### src/rtl/lvds_cmd_dispatch.sv
// rtl/lvds_cmd_dispatch.sv - LVDS link word decoder driving a local register bus
//
// Turns each 40-bit word received from the LVDS endpoint into one register
// write or read. Read data is returned on rdata well before the endpoint
// samples it. Calibration words (top byte zero) are ignored.
//
// Ports:
//   clock, rst_n        clock and asynchronous active-low reset
//   wvalid, wdata[39:0] received word strobe; [39]=read, [38:32]=addr, [31:0]=data
//   rdata[31:0]         last read result (or TO_DATA on timeout)
//   wr_en, rd_en        one-cycle register bus strobes
//   addr[6:0]           register address, held until the next command
//   wr_data[31:0]       register write data
//   rd_valid, rd_data   register read response
//   busy                command in progress
//   err_to, err_ovr     saturating timeout / dropped-word counters

module lvds_cmd_dispatch #(
  parameter int unsigned TIMEOUT = 64,
  parameter logic [31:0] TO_DATA = 32'hFFFF_FFFF
) (
  input  logic        clock,
  input  logic        rst_n,
  input  logic        wvalid,
  input  logic [39:0] wdata,
  output logic [31:0] rdata,
  output logic        wr_en,
  output logic        rd_en,
  output logic [6:0]  addr,
  output logic [31:0] wr_data,
  input  logic        rd_valid,
  input  logic [31:0] rd_data,
  output logic        busy,
  output logic [7:0]  err_to,
  output logic [7:0]  err_ovr
);

  typedef enum logic [1:0] {
    IDLE      = 2'd0,
    WRITE     = 2'd1,
    READ_WAIT = 2'd2,
    DONE      = 2'd3
  } state_t;

  localparam logic [6:0] TO_LOAD = 7'(TIMEOUT);

  state_t      state_q, state_d;
  logic [6:0]  addr_q, addr_d;
  logic [31:0] wr_data_q, wr_data_d;
  logic [31:0] rdata_q, rdata_d;
  logic [6:0]  cnt_q, cnt_d;
  logic        rd_en_q, rd_en_d;
  logic [7:0]  err_to_q, err_to_d;
  logic [7:0]  err_ovr_q, err_ovr_d;
  logic        is_cal;

  assign is_cal = (wdata[39:32] == 8'h00);

  always_comb begin
    state_d   = state_q;
    addr_d    = addr_q;
    wr_data_d = wr_data_q;
    rdata_d   = rdata_q;
    cnt_d     = cnt_q;
    rd_en_d   = 1'b0;
    err_to_d  = err_to_q;
    err_ovr_d = err_ovr_q;

    case (state_q)
      IDLE: begin
        if (wvalid && !is_cal) begin
          addr_d = wdata[38:32];
          if (wdata[39]) begin
            state_d = READ_WAIT;
            rd_en_d = 1'b1;
            cnt_d   = TO_LOAD;
          end else begin
            wr_data_d = wdata[31:0];
            state_d   = WRITE;
          end
        end
      end
      WRITE: state_d = IDLE;
      READ_WAIT: begin
        // rd_valid is checked first so a response on the final counted
        // cycle beats the timeout.
        if (rd_valid) begin
          rdata_d = rd_data;
          state_d = DONE;
        end else if (cnt_q <= 7'd1) begin
          rdata_d = TO_DATA;
          cnt_d   = 7'd0;
          state_d = DONE;
          if (err_to_q != 8'hFF) begin
            err_to_d = err_to_q + 8'd1;
          end
        end else begin
          cnt_d = cnt_q - 7'd1;
        end
      end
      DONE: state_d = IDLE;
      default: state_d = IDLE;
    endcase

    // Words arriving in any non-IDLE state, including the cycle the FSM
    // is about to return to IDLE, are dropped and counted.
    if (wvalid && (state_q != IDLE) && (err_ovr_q != 8'hFF)) begin
      err_ovr_d = err_ovr_q + 8'd1;
    end
  end

  always_ff @(posedge clock or negedge rst_n) begin
    if (!rst_n) begin
      state_q   <= IDLE;
      addr_q    <= 7'd0;
      wr_data_q <= 32'd0;
      rdata_q   <= 32'd0;
      cnt_q     <= 7'd0;
      rd_en_q   <= 1'b0;
      err_to_q  <= 8'd0;
      err_ovr_q <= 8'd0;
    end else begin
      state_q   <= state_d;
      addr_q    <= addr_d;
      wr_data_q <= wr_data_d;
      rdata_q   <= rdata_d;
      cnt_q     <= cnt_d;
      rd_en_q   <= rd_en_d;
      err_to_q  <= err_to_d;
      err_ovr_q <= err_ovr_d;
    end
  end

  // The WRITE state lasts exactly one cycle, so it doubles as the strobe.
  assign wr_en   = (state_q == WRITE);
  assign rd_en   = rd_en_q;
  assign addr    = addr_q;
  assign wr_data = wr_data_q;
  assign rdata   = rdata_q;
  assign busy    = (state_q != IDLE);
  assign err_to  = err_to_q;
  assign err_ovr = err_ovr_q;

endmodule
### config.mk
export PLATFORM = sky130hd
export DESIGN_NAME = lvds_cmd_dispatch
export DESIGN_NICKNAME = d
export VERILOG_FILES = /design/src/rtl/lvds_cmd_dispatch.sv
export SDC_FILE = /design/constraint.sdc
export NUM_CORES = 1
export LEC_CHECK = 0
export BUFFER_PORTS_ARGS = -buffer_cell sky130_fd_sc_hd__buf_2
export CAP_MARGIN = 20
export CORE_AREA = 2 2 87 106
export CTS_CLUSTER_DIAMETER = 80
export CTS_CLUSTER_SIZE = 16
export DETAILED_ROUTE_END_ITERATION = 16
export DIE_AREA = 0 0 89 108
export PLACE_DENSITY = 0.78
export SKIP_CTS_REPAIR_TIMING = 1
export SYNTH_ARGS = -nofsm -noshare
export SYNTH_HDL_FRONTEND = slang
export SYNTH_SLANG_ARGS = --single-unit
### constraint.sdc
create_clock -name clock -period 2.2 [get_ports clock]
set_clock_uncertainty 0.1 [all_clocks]
set_input_delay 0.11 -clock clock [delete_from_list [all_inputs] [get_ports clock]]
set_output_delay 0.11 -clock clock [all_outputs]
set_load 0.01 [all_outputs]
=== Word-level counts from Yosys, hierarchy flattened ===
Index checks and enable logic that the tools add are counted.

* Bits in read-only memories: 0
* Input bits: 76
* Memories kept: 0
* Bits in registers: 97
* Bits in latches: 0
* Logic and storage cells: 54
* Memory bits (writable): 0
* Output and inout bits: 90

* Equal/unequal tests: 9
* Reduce and logical (&&, ||, !) cells: 16
* $add $sub $neg: 3
* Shifts and indexed selects: 0
* $lt $le $gt $ge: 1
* Div/mod/pow operators: 0
* Multiply operators: 0
* Mux-type cells: 15
* Bitwise operators: 2

{| class="wikitable"
|+ Operator list
! kind !! count
|-
| $mux W32 || 2
|-
| $mux W7 || 4
|-
| $add A8 B1 Y8 const B || 2
|-
| $ne A8 B8 Y1 const B || 2
|-
| $pmux W7 S2 || 1
|-
| $logic_not A8 Y1 || 1
|-
| $mux W2 || 4
|-
| $reduce_and A4 Y1 || 2
|-
| $le A7 B1 Y1 const B || 1
|-
| $sub A7 B1 Y7 const B || 1
|-
| $ne A2 B2 Y1 const B || 3
|-
| $pmux W2 S3 || 1
|-
| $reduce_and A2 Y1 || 3
|-
| $reduce_bool A2 Y1 || 3
|-
| $eq A2 B2 Y1 const B || 2
|-
| $logic_and A1 B1 Y1 || 3
|-
| $mux W1 || 3
|-
| $ne A3 B3 Y1 const B || 1
|-
| $reduce_and A3 Y1 || 1
|-
| $eq A2 B1 Y1 const B || 1
|-
| $logic_not A2 Y1 || 1
|-
| $not A1 Y1 || 2
|-
| $reduce_or A2 Y1 || 1
|-
| $logic_not A1 Y1 || 1
|}

=== Logic depth before layout (Yosys ltp) ===
Gate-level depths: netlist of the first run.

* Word-level depth: 5
* Gate-level depth with buffers: 7

=== Worst setup path before layout of the first run ===
No wires, ideal clock.

* Kind: reg-to-reg
* Start point: register cnt_q[3]
* End point: register cnt_q[4]
* Data arrival time: 1.730 ns
* Cell stages (with the launch flop): 5
* Period minus slack after synthesis: 1.951 ns
* Library setup time: 0.121 ns
* Slack: 0.249 ns
* Data required time: 1.979 ns
* Cell sequence: dfrtp_1 > or4_4 > o31ai_1 > o21ai_0 > a22o_1

* Word-level cells in the longest chain between the ends: 4
* Elaborated cells on any way between the ends: 5

{| class="wikitable"
|+ Ends and longest elaborated chain
! what !! line !! source
|-
| from (decl) || 51 || <nowiki>logic [6:0] cnt_q, cnt_d;</nowiki>
|-
| from (signal assigned) || 127 || <nowiki>cnt_q <= cnt_d;</nowiki>
|-
| $sub A7 B1 Y7 / $le A7 B1 Y1 (equally long branches) || 98, 90 ||
|-
| $mux W7 * || 90 || <nowiki>end else if (cnt_q <= 7'd1) begin</nowiki>
|-
| $mux W7 * || 87 || <nowiki>if (rd_valid) begin</nowiki>
|-
| $pmux W7 S2 * || 69 || <nowiki>case (state_q)</nowiki>
|}

Every way passes the cells marked *; elsewhere a longest branch is shown, timed or not. The select of a mux whose other input is x is not followed.
A chain may end at the register's enable or synchronous reset.

=== Worst setup path in the final report of the first run ===
* Start point: input port wdata[39]
* End point: register wr_data_q[7] (netlist: wr_data[7])

* Word-level cells in the longest chain between the ends: 4
* Elaborated cells on any way between the ends: 5

{| class="wikitable"
|+ Ends and longest elaborated chain
! what !! line !! source
|-
| from (decl) || 25 || <nowiki>input logic [39:0] wdata,</nowiki>
|-
| $logic_not A8 Y1 || 57 || <nowiki>assign is_cal = (wdata[39:32] == 8'h00);</nowiki>
|-
| $logic_not A1 Y1 || 71 || <nowiki>if (wvalid && !is_cal) begin</nowiki>
|-
| $logic_and A1 B1 Y1 || 71 ||
|-
| $reduce_and A3 Y1 (no source line) * || n/a ||
|-
| to (signal assigned) || 125 || <nowiki>wr_data_q <= wr_data_d;</nowiki>
|-
| to (decl) || 49 || <nowiki>logic [31:0] wr_data_q, wr_data_d;</nowiki>
|}

Every way passes the cells marked *; elsewhere a longest branch is shown, timed or not.

==> metrics.md, run 1 <==
| Metric | Value |
|---|---|
| Power Density | `1210 mW/mm^2` |
| R2r endpoint | `wr_data[7]$_DFFE_PN0P_` |
| CP arrival | `2280 ps` |
| Tmin final | `2120 ps` |
| CTS sink cnt | `97` |
| R2R Setup Slk | `100 ps` |
| Starting Density | `47.3%` |
| Hold Crit Class | `in2reg` |
| Final setup fails | `0` |
| ANT cells | `0` |
| Hold_ws | `-2.21 ps` |
| Core area | `0.00852 mm^2` |
| Max incr delay on CP | `560 ps` |
| Max-slew headroom | `50.8%` |
| Post-synthesis cell area | `0.00403 mm^2` |
| Post-synth EDFFs | `0` |
| Syn. warnings | `0` |
| Fin util | `70.2%` |
| Layout cells sized above 1 | `44.7%` |
| # rows | `37` |
| Vias in the first global route | `2,860` |
| Ports | `166` |
| Yosys cell types | `39` |
| Routability Congestion | `0.764` |
| Worst hold path endpoint | `state_q[0]$_DFFE_PN0P_` |
| Crit path max-delay family | `buffers and inverters` |
| CTS tree | `done` |
| Worst setup SP type | `primary input` |
| First-pass GRT wire length | `13.4 mm` |
| Critical-path cell list | `dlygate4sd3_1, buf_2, or4_4, o211ai_4, nor2_4, buf_16, mux2_4` |
| Failing checks | `hold timing` |
| Largest net degree at the start of global routing | `52` |
| Grt ovf | `0` |
| Maximum fanout along the worst path | `17` |
| DP HPWL | `6.52 mm` |
| Cell depth of the worst setup path | `7` |
| Die Ht | `108 um` |
| Clock buffer count from CTS | `9` |
| Area Overhead vs Synth | `48.3%` |
| Post-synthesis register bit count | `97` |
| Initial antenna violation count | `0` |
| Max Fclk | `471 MHz` |
| R2R depth | `5` |
| Hold_sp | `wvalid` |
| Register area share after synthesis | `60.2%` |
| Fillers | `629` |
| Status | `complete, but fails checks` |
| Critical-path top delay cell | `or4_4` |
| Initial DRC Count | `82` |
| Hold path depth | `3` |
| Worst-path clk slew | `90 ps` |
| Worst Setup End Kind | `flip-flop` |
| Worst VDD drop | `0.629 mV` |
| Crit path buffers/inverters | `3` |
| Final-report max-slew violation count | `0` |
| Layout Nets | `607` |
| RSZ-0062 raised after global routing | `no` |
| Area of the multi-input gates | `0.00153 mm^2` |
| Critical path class | `in2reg` |
| Synth Net Count | `357` |
| Routed Wire Length | `10.2 mm` |
| GR Util All Layers | `18.2%` |
| Via count | `3,237` |
| Max-cap violations | `0` |
| DRC | `0` |
| Mean number of vias per cell | `4.99` |
| Leak | `2.85 nW` |
| Clk_lat worst skew | `360 ps` |
| Worst r2r src | `state_q[1]$_DFFE_PN0P_` |
| Post-synth ARST share | `100%` |
| WP data required | `2350 ps` |
| Worst-Margin Slew | `736 ps` |
| CTS root buf | `clkbuf_8` |
| Top_reg_cell synth | `dfrtp_1` |
| DIE AREA | `0.00961 mm^2` |
| Die width | `89 um` |
| Most frequent cells in the layout | `buf_2, dfrtp_1, dlygate4sd3_1, o22a_1, mux2_4` |
| FF+latch area | `0.00243 mm^2` |
| Most common cell after layout, fill and taps aside | `buf_2` |
| Instance count of the mapped netlist | `277` |
| Detailed Routing Iterations Pass 1 | `4` |
| Period utilization | `96.5%` |
| Final hold violations | `1` |
| Longest Clk Path Bufs | `2` |
| CTS H-tree lvls | `3` |
| DRT antenna net count | `0` |
| DR WL/cell | `15.7 um` |
| Mapped Avg Cell Area | `14.6 um^2` |
| Design Power | `7.25 mW` |
| Port bufs | `165` |
## area by class of cell
class                   count  share of cell area, %
well taps                 117                   2.45
flip-flops and latches     97                   40.6
multi-input cells         165                   25.5
repair buffers            248                   28.1
clock inverters             2                  0.209
clock buffers              14                   2.72
inverters                   6                  0.377
## flip-flops by register name (all words and copies together), names as in the netlist
| signal | count |
|---|---|
| rdata | 32 |
| wr_data | 32 |
| err_ovr | 8 |
| err_to | 8 |
| addr | 7 |
| cnt_q | 7 |
| state_q | 2 |
| rd_en | 1 |
## cells by family after synthesis
family / after synthesis / synth area share, %
adder cells (fa/ha/maj): 4 / 1.24
XOR/XNOR: 14 / 3.04
AO/OA/AOI/OAI: 56 / 11.5
buffers and inverters: 15 / 2.05
AND/OR/NAND/NOR: 50 / 7.67
multiplexers: 41 / 14.2
flip-flops: 97 / 60.2
## worst max path at each step
stage	endpoint	start	slack (ps)
after floorplan	cnt_q[4]$_DFFE_PN0P_	cnt_q[3]$_DFFE_PN0P_	250
after global placement	wr_data[31]$_DFFE_PN0P_	state_q[1]$_DFFE_PN0P_	-60
after detailed placement	state_q[0]$_DFFE_PN0P_	cnt_q[4]$_DFFE_PN0P_	70
after CTS	state_q[0]$_DFFE_PN0P_	cnt_q[4]$_DFFE_PN0P_	50
after global routing	wr_data[7]$_DFFE_PN0P_	state_q[1]$_DFFE_PN0P_	6
final	wr_data[7]$_DFFE_PN0P_	wdata[39]	80
## power by group
group	internal, mW	switching (mW)
Combinational	1.68	1.47
Sequential	2.56	0.495
Clock	0.473	0.578
## worst min-delay path, cell delays in order
cell      delay, ps
buf_2           150
o211ai_1         90
a211oi_1         80
## through the flow
stage | setup TNS, ps | cell area (um^2) | setup slack [ps] | std cells
after floorplan | 0 | 4030 | 249 | 277
after global placement | -125 | 5040 | -62.5 | 559
after detailed placement | 0 | 5070 | 73.0 | 560
after CTS | 0 | 5240 | 46.2 | 576
after global routing | 0 | 5980 | 5.73 | 649
final | 0 | 5980 | 76.2 | 649
## cell usage after synthesis (4+ instances only)
| master | count | area share [%] |
|---|---|---|
| nand4_1 | 4 | 0.62 |
| xnor2_1 | 8 | 1.7 |
| o21ai_0 | 6 | 0.74 |
| nand2_1 | 7 | 0.65 |
| nor2_1 | 6 | 0.56 |
| o22a_1 | 33 | 7.2 |
| mux2_2 | 11 | 3.1 |
| nand3_1 | 8 | 0.99 |
| mux2_4 | 30 | 11 |
| ha_1 | 4 | 1.2 |
| xor2_1 | 6 | 1.3 |
| dfrtp_1 | 97 | 60 |
| nor2b_1 | 4 | 0.62 |
| nor3_1 | 4 | 0.50 |
| inv_1 | 6 | 0.56 |
## routing by layer
layer / vias to the layer above / global-route usage [%] / wire length (um)
li1: 1520 / - / -
met1: 1581 / 21.2 / 4010
met2: 110 / 31.4 / 5390
met3: 26 / 3.36 / 446
met4: 0 / 9.38 / 328
met5: - / 0 / 0
No activity file was read; power rests on OpenSTA's default activity.
==> inputs of run 2 (changes only) <==
BUFFER_PORTS_ARGS = unset   (was -buffer_cell sky130_fd_sc_hd__buf_2)
CORE_AREA = 2 2 82 99   (was 2 2 87 106)
DIE_AREA = 0 0 84 101   (was 0 0 89 108)
DONT_BUFFER_PORTS = 1   (was unset)
PLACE_DENSITY = 0.69   (was 0.78)
==> run 2 against run 1 <==
Compared with the run above:
- the run still ends with hold timing left
- maximum frequency rose by 4.3%
- core utilization fell by 2.7 points
- flip-flop and latch count did not move
- design area fell by 15%
- sequential power rose by 18%
- clock power rose by 7%
- combinational power fell by 41%
- non-clock buffer count fell by 167
- wire length fell by 6.6%
- critical endpoint is now err_to[1]$_DFFE_PN0P_
- highest routed layer unchanged
==> metrics.md, run 2 (synthesis results as in run 1) <==
| Metric | Value |
|---|---|
| Max-cap violations | `0` |
| CTS root buf | `clkbuf_8` |
| Via count | `2,622` |
| First-pass GRT wire length | `12.5 mm` |
| Most frequent cells in the layout | `dfrtp_1, dlygate4sd3_1, o22a_1, mux2_4, mux2_2` |
| Clk_lat worst skew | `360 ps` |
| Status | `complete, but fails checks` |
| Die Ht | `101 um` |
| WP data required | `2350 ps` |
| Initial DRC Count | `107` |
| TNS Setup | `0 ps` |
| Routability Congestion | `0.876` |
| Layout cells sized above 1 | `20.0%` |
| GR Util All Layers | `19.1%` |
| Final hold violations | `97` |
| Core area | `0.00758 mm^2` |
| Ports | `166` |
| Crit path buffers/inverters | `0` |
| Most common cell after layout, fill and taps aside | `dfrtp_1` |
| Net Sw Frac | `37.1%` |
| CP arrival | `2190 ps` |
| Clock buffer count from CTS | `9` |
| R2R depth | `4` |
| DRT antenna net count | `0` |
| DR WL/cell | `20.8 um` |
| Power Internal | `4.14 mW` |
| M1 WL | `3.60 mm` |
| Leak | `2.19 nW` |
| Max incr delay on CP | `590 ps` |
| Uppermost layer routed | `met4` |
| WL met2 | `5.07 mm` |
| DR WL met3 | `650 um` |
| Die width | `84 um` |
| Fin util | `67.4%` |
| Worst r2r src | `cnt_q[4]$_DFFE_PN0P_` |
| Clock network fraction of design power | `17.0%` |
| Switching pwr | `2.44 mW` |
| Port bufs | `0` |
| Max-slew headroom | `58.3%` |
| Hold Crit Class | `in2async` |
| Power Density | `1290 mW/mm^2` |
| # rows | `35` |
| DIE AREA | `0.00848 mm^2` |
| Worst setup SP type | `flip-flop` |
| DRC | `0` |
| CTS H-tree lvls | `3` |
| Tmin final | `2040 ps` |
| Layout Nets | `440` |
| R2r endpoint | `err_to[1]$_DFFE_PN0P_` |
| CP startpoint | `cnt_q[4]$_DFFE_PN0P_` |
| Grt ovf | `0` |
| Starting Density | `53.2%` |
| Critical path class | `reg2reg` |
| R2R Setup Slk | `160 ps` |
| Critical-path cell list | `or4_4, nor4b_4, nand2_2, mux2_2` |
| Design Power | `6.59 mW` |
| Worst-path clk slew | `100 ps` |
| Initial antenna violation count | `0` |
| Max Fclk | `491 MHz` |
| ANT cells | `0` |
| CTS tree | `done` |
| Sequential Power Share | `54.7%` |
| RSZ-0062 raised after global routing | `no` |
| Mean number of vias per cell | `5.74` |
| Longest Clk Path Bufs | `2` |
| Cell depth of the worst setup path | `4` |
| Hold_ws | `-678 ps` |
| Post-DP Area | `0.00416 mm^2` |
| Critical-path top delay cell | `or4_4` |
| Vias in the first global route | `2,345` |
| CP endpoint | `err_to[1]$_DFFE_PN0P_` |
| Failing checks | `hold timing` |
| Worst-Margin Slew | `622 ps` |
| Routed Wire Length | `9.50 mm` |
| Final Instance Area | `0.00511 mm^2` |
| Period utilization | `92.5%` |
| Worst Setup End Kind | `flip-flop` |
| CTS sink cnt | `97` |
| Largest net degree at the start of global routing | `98` |
| Detailed Routing Iterations Pass 1 | `4` |
| Crit path max-delay family | `simple AND/OR/NAND/NOR gates` |
| Gate power share | `28.3%` |
| Area Overhead vs Synth | `26.8%` |
| DP HPWL | `5.66 mm` |
| Final-report max-slew violation count | `0` |
| Final setup fails | `0` |
| Worst VDD drop | `0.720 mV` |
| Maximum fanout along the worst path | `7` |
-- run 2: cell count changes in the layout (fill, tap and decap cells not counted), sizes merged --
cell,before,now
buf,175,7
clkbuf,14,10
inv,6,7
dlygate4sd3,73,74
clkinvlp,1,0
clkinv,1,5
-- run 2: worst register-to-register path, stage by stage (launching register included) --
cell and delay (ps):
dfrtp_1 440, or4_4 590, nor4b_4 410, nand2_2 120, mux2_2 280
-- run 2: per-layer routing --
metal  global-route usage [%]  up-vias
li1                         -     1192
met4                     8.31        0
met2                     31.5      104
met3                     6.96       15
met5                        0        -
met1                     22.6     1311
-- run 2: power groups by stage --
stage                     combinational, mW  sequential (mW)  clock [mW]
after detailed placement               1.72             3.60           0
final                                  1.87             3.60        1.12
after global routing                   2.06             3.67        1.24
after floorplan                        1.46             3.39           0
after global placement                 1.67             3.58           0
after CTS                              1.73             3.56        1.15
-- run 2: cell type report --
type,instances,area [um^2]
fill,525,2470
sequential,97,2430
multi-input combinational,165,1530
timing repair buffer,81,818
clock buffer,10,138
tap,92,115
clock inverter,6,62.6
inverter,6,22.5
-- run 2: per-stage QoR --
stage | cells | worst slack, ps
final | 457 | 164
after global routing | 457 | 97.8
after floorplan | 277 | 249
after detailed placement | 367 | 116
after global placement | 367 | 183
after CTS | 383 | 110
-- run 2: worst min path at each step --
stage	start	endpoint	slack, ps
after global routing	rst_n	rdata[22]$_DFFE_PN0P_	-710
after CTS	rst_n	rdata[20]$_DFFE_PN0P_	-700
after global placement	rst_n	rdata[12]$_DFFE_PN0P_	-280
after floorplan	rst_n	addr[0]$_DFFE_PN0P_	-290
final	rst_n	rdata[22]$_DFFE_PN0P_	-680
after detailed placement	rst_n	rdata[20]$_DFFE_PN0P_	-280
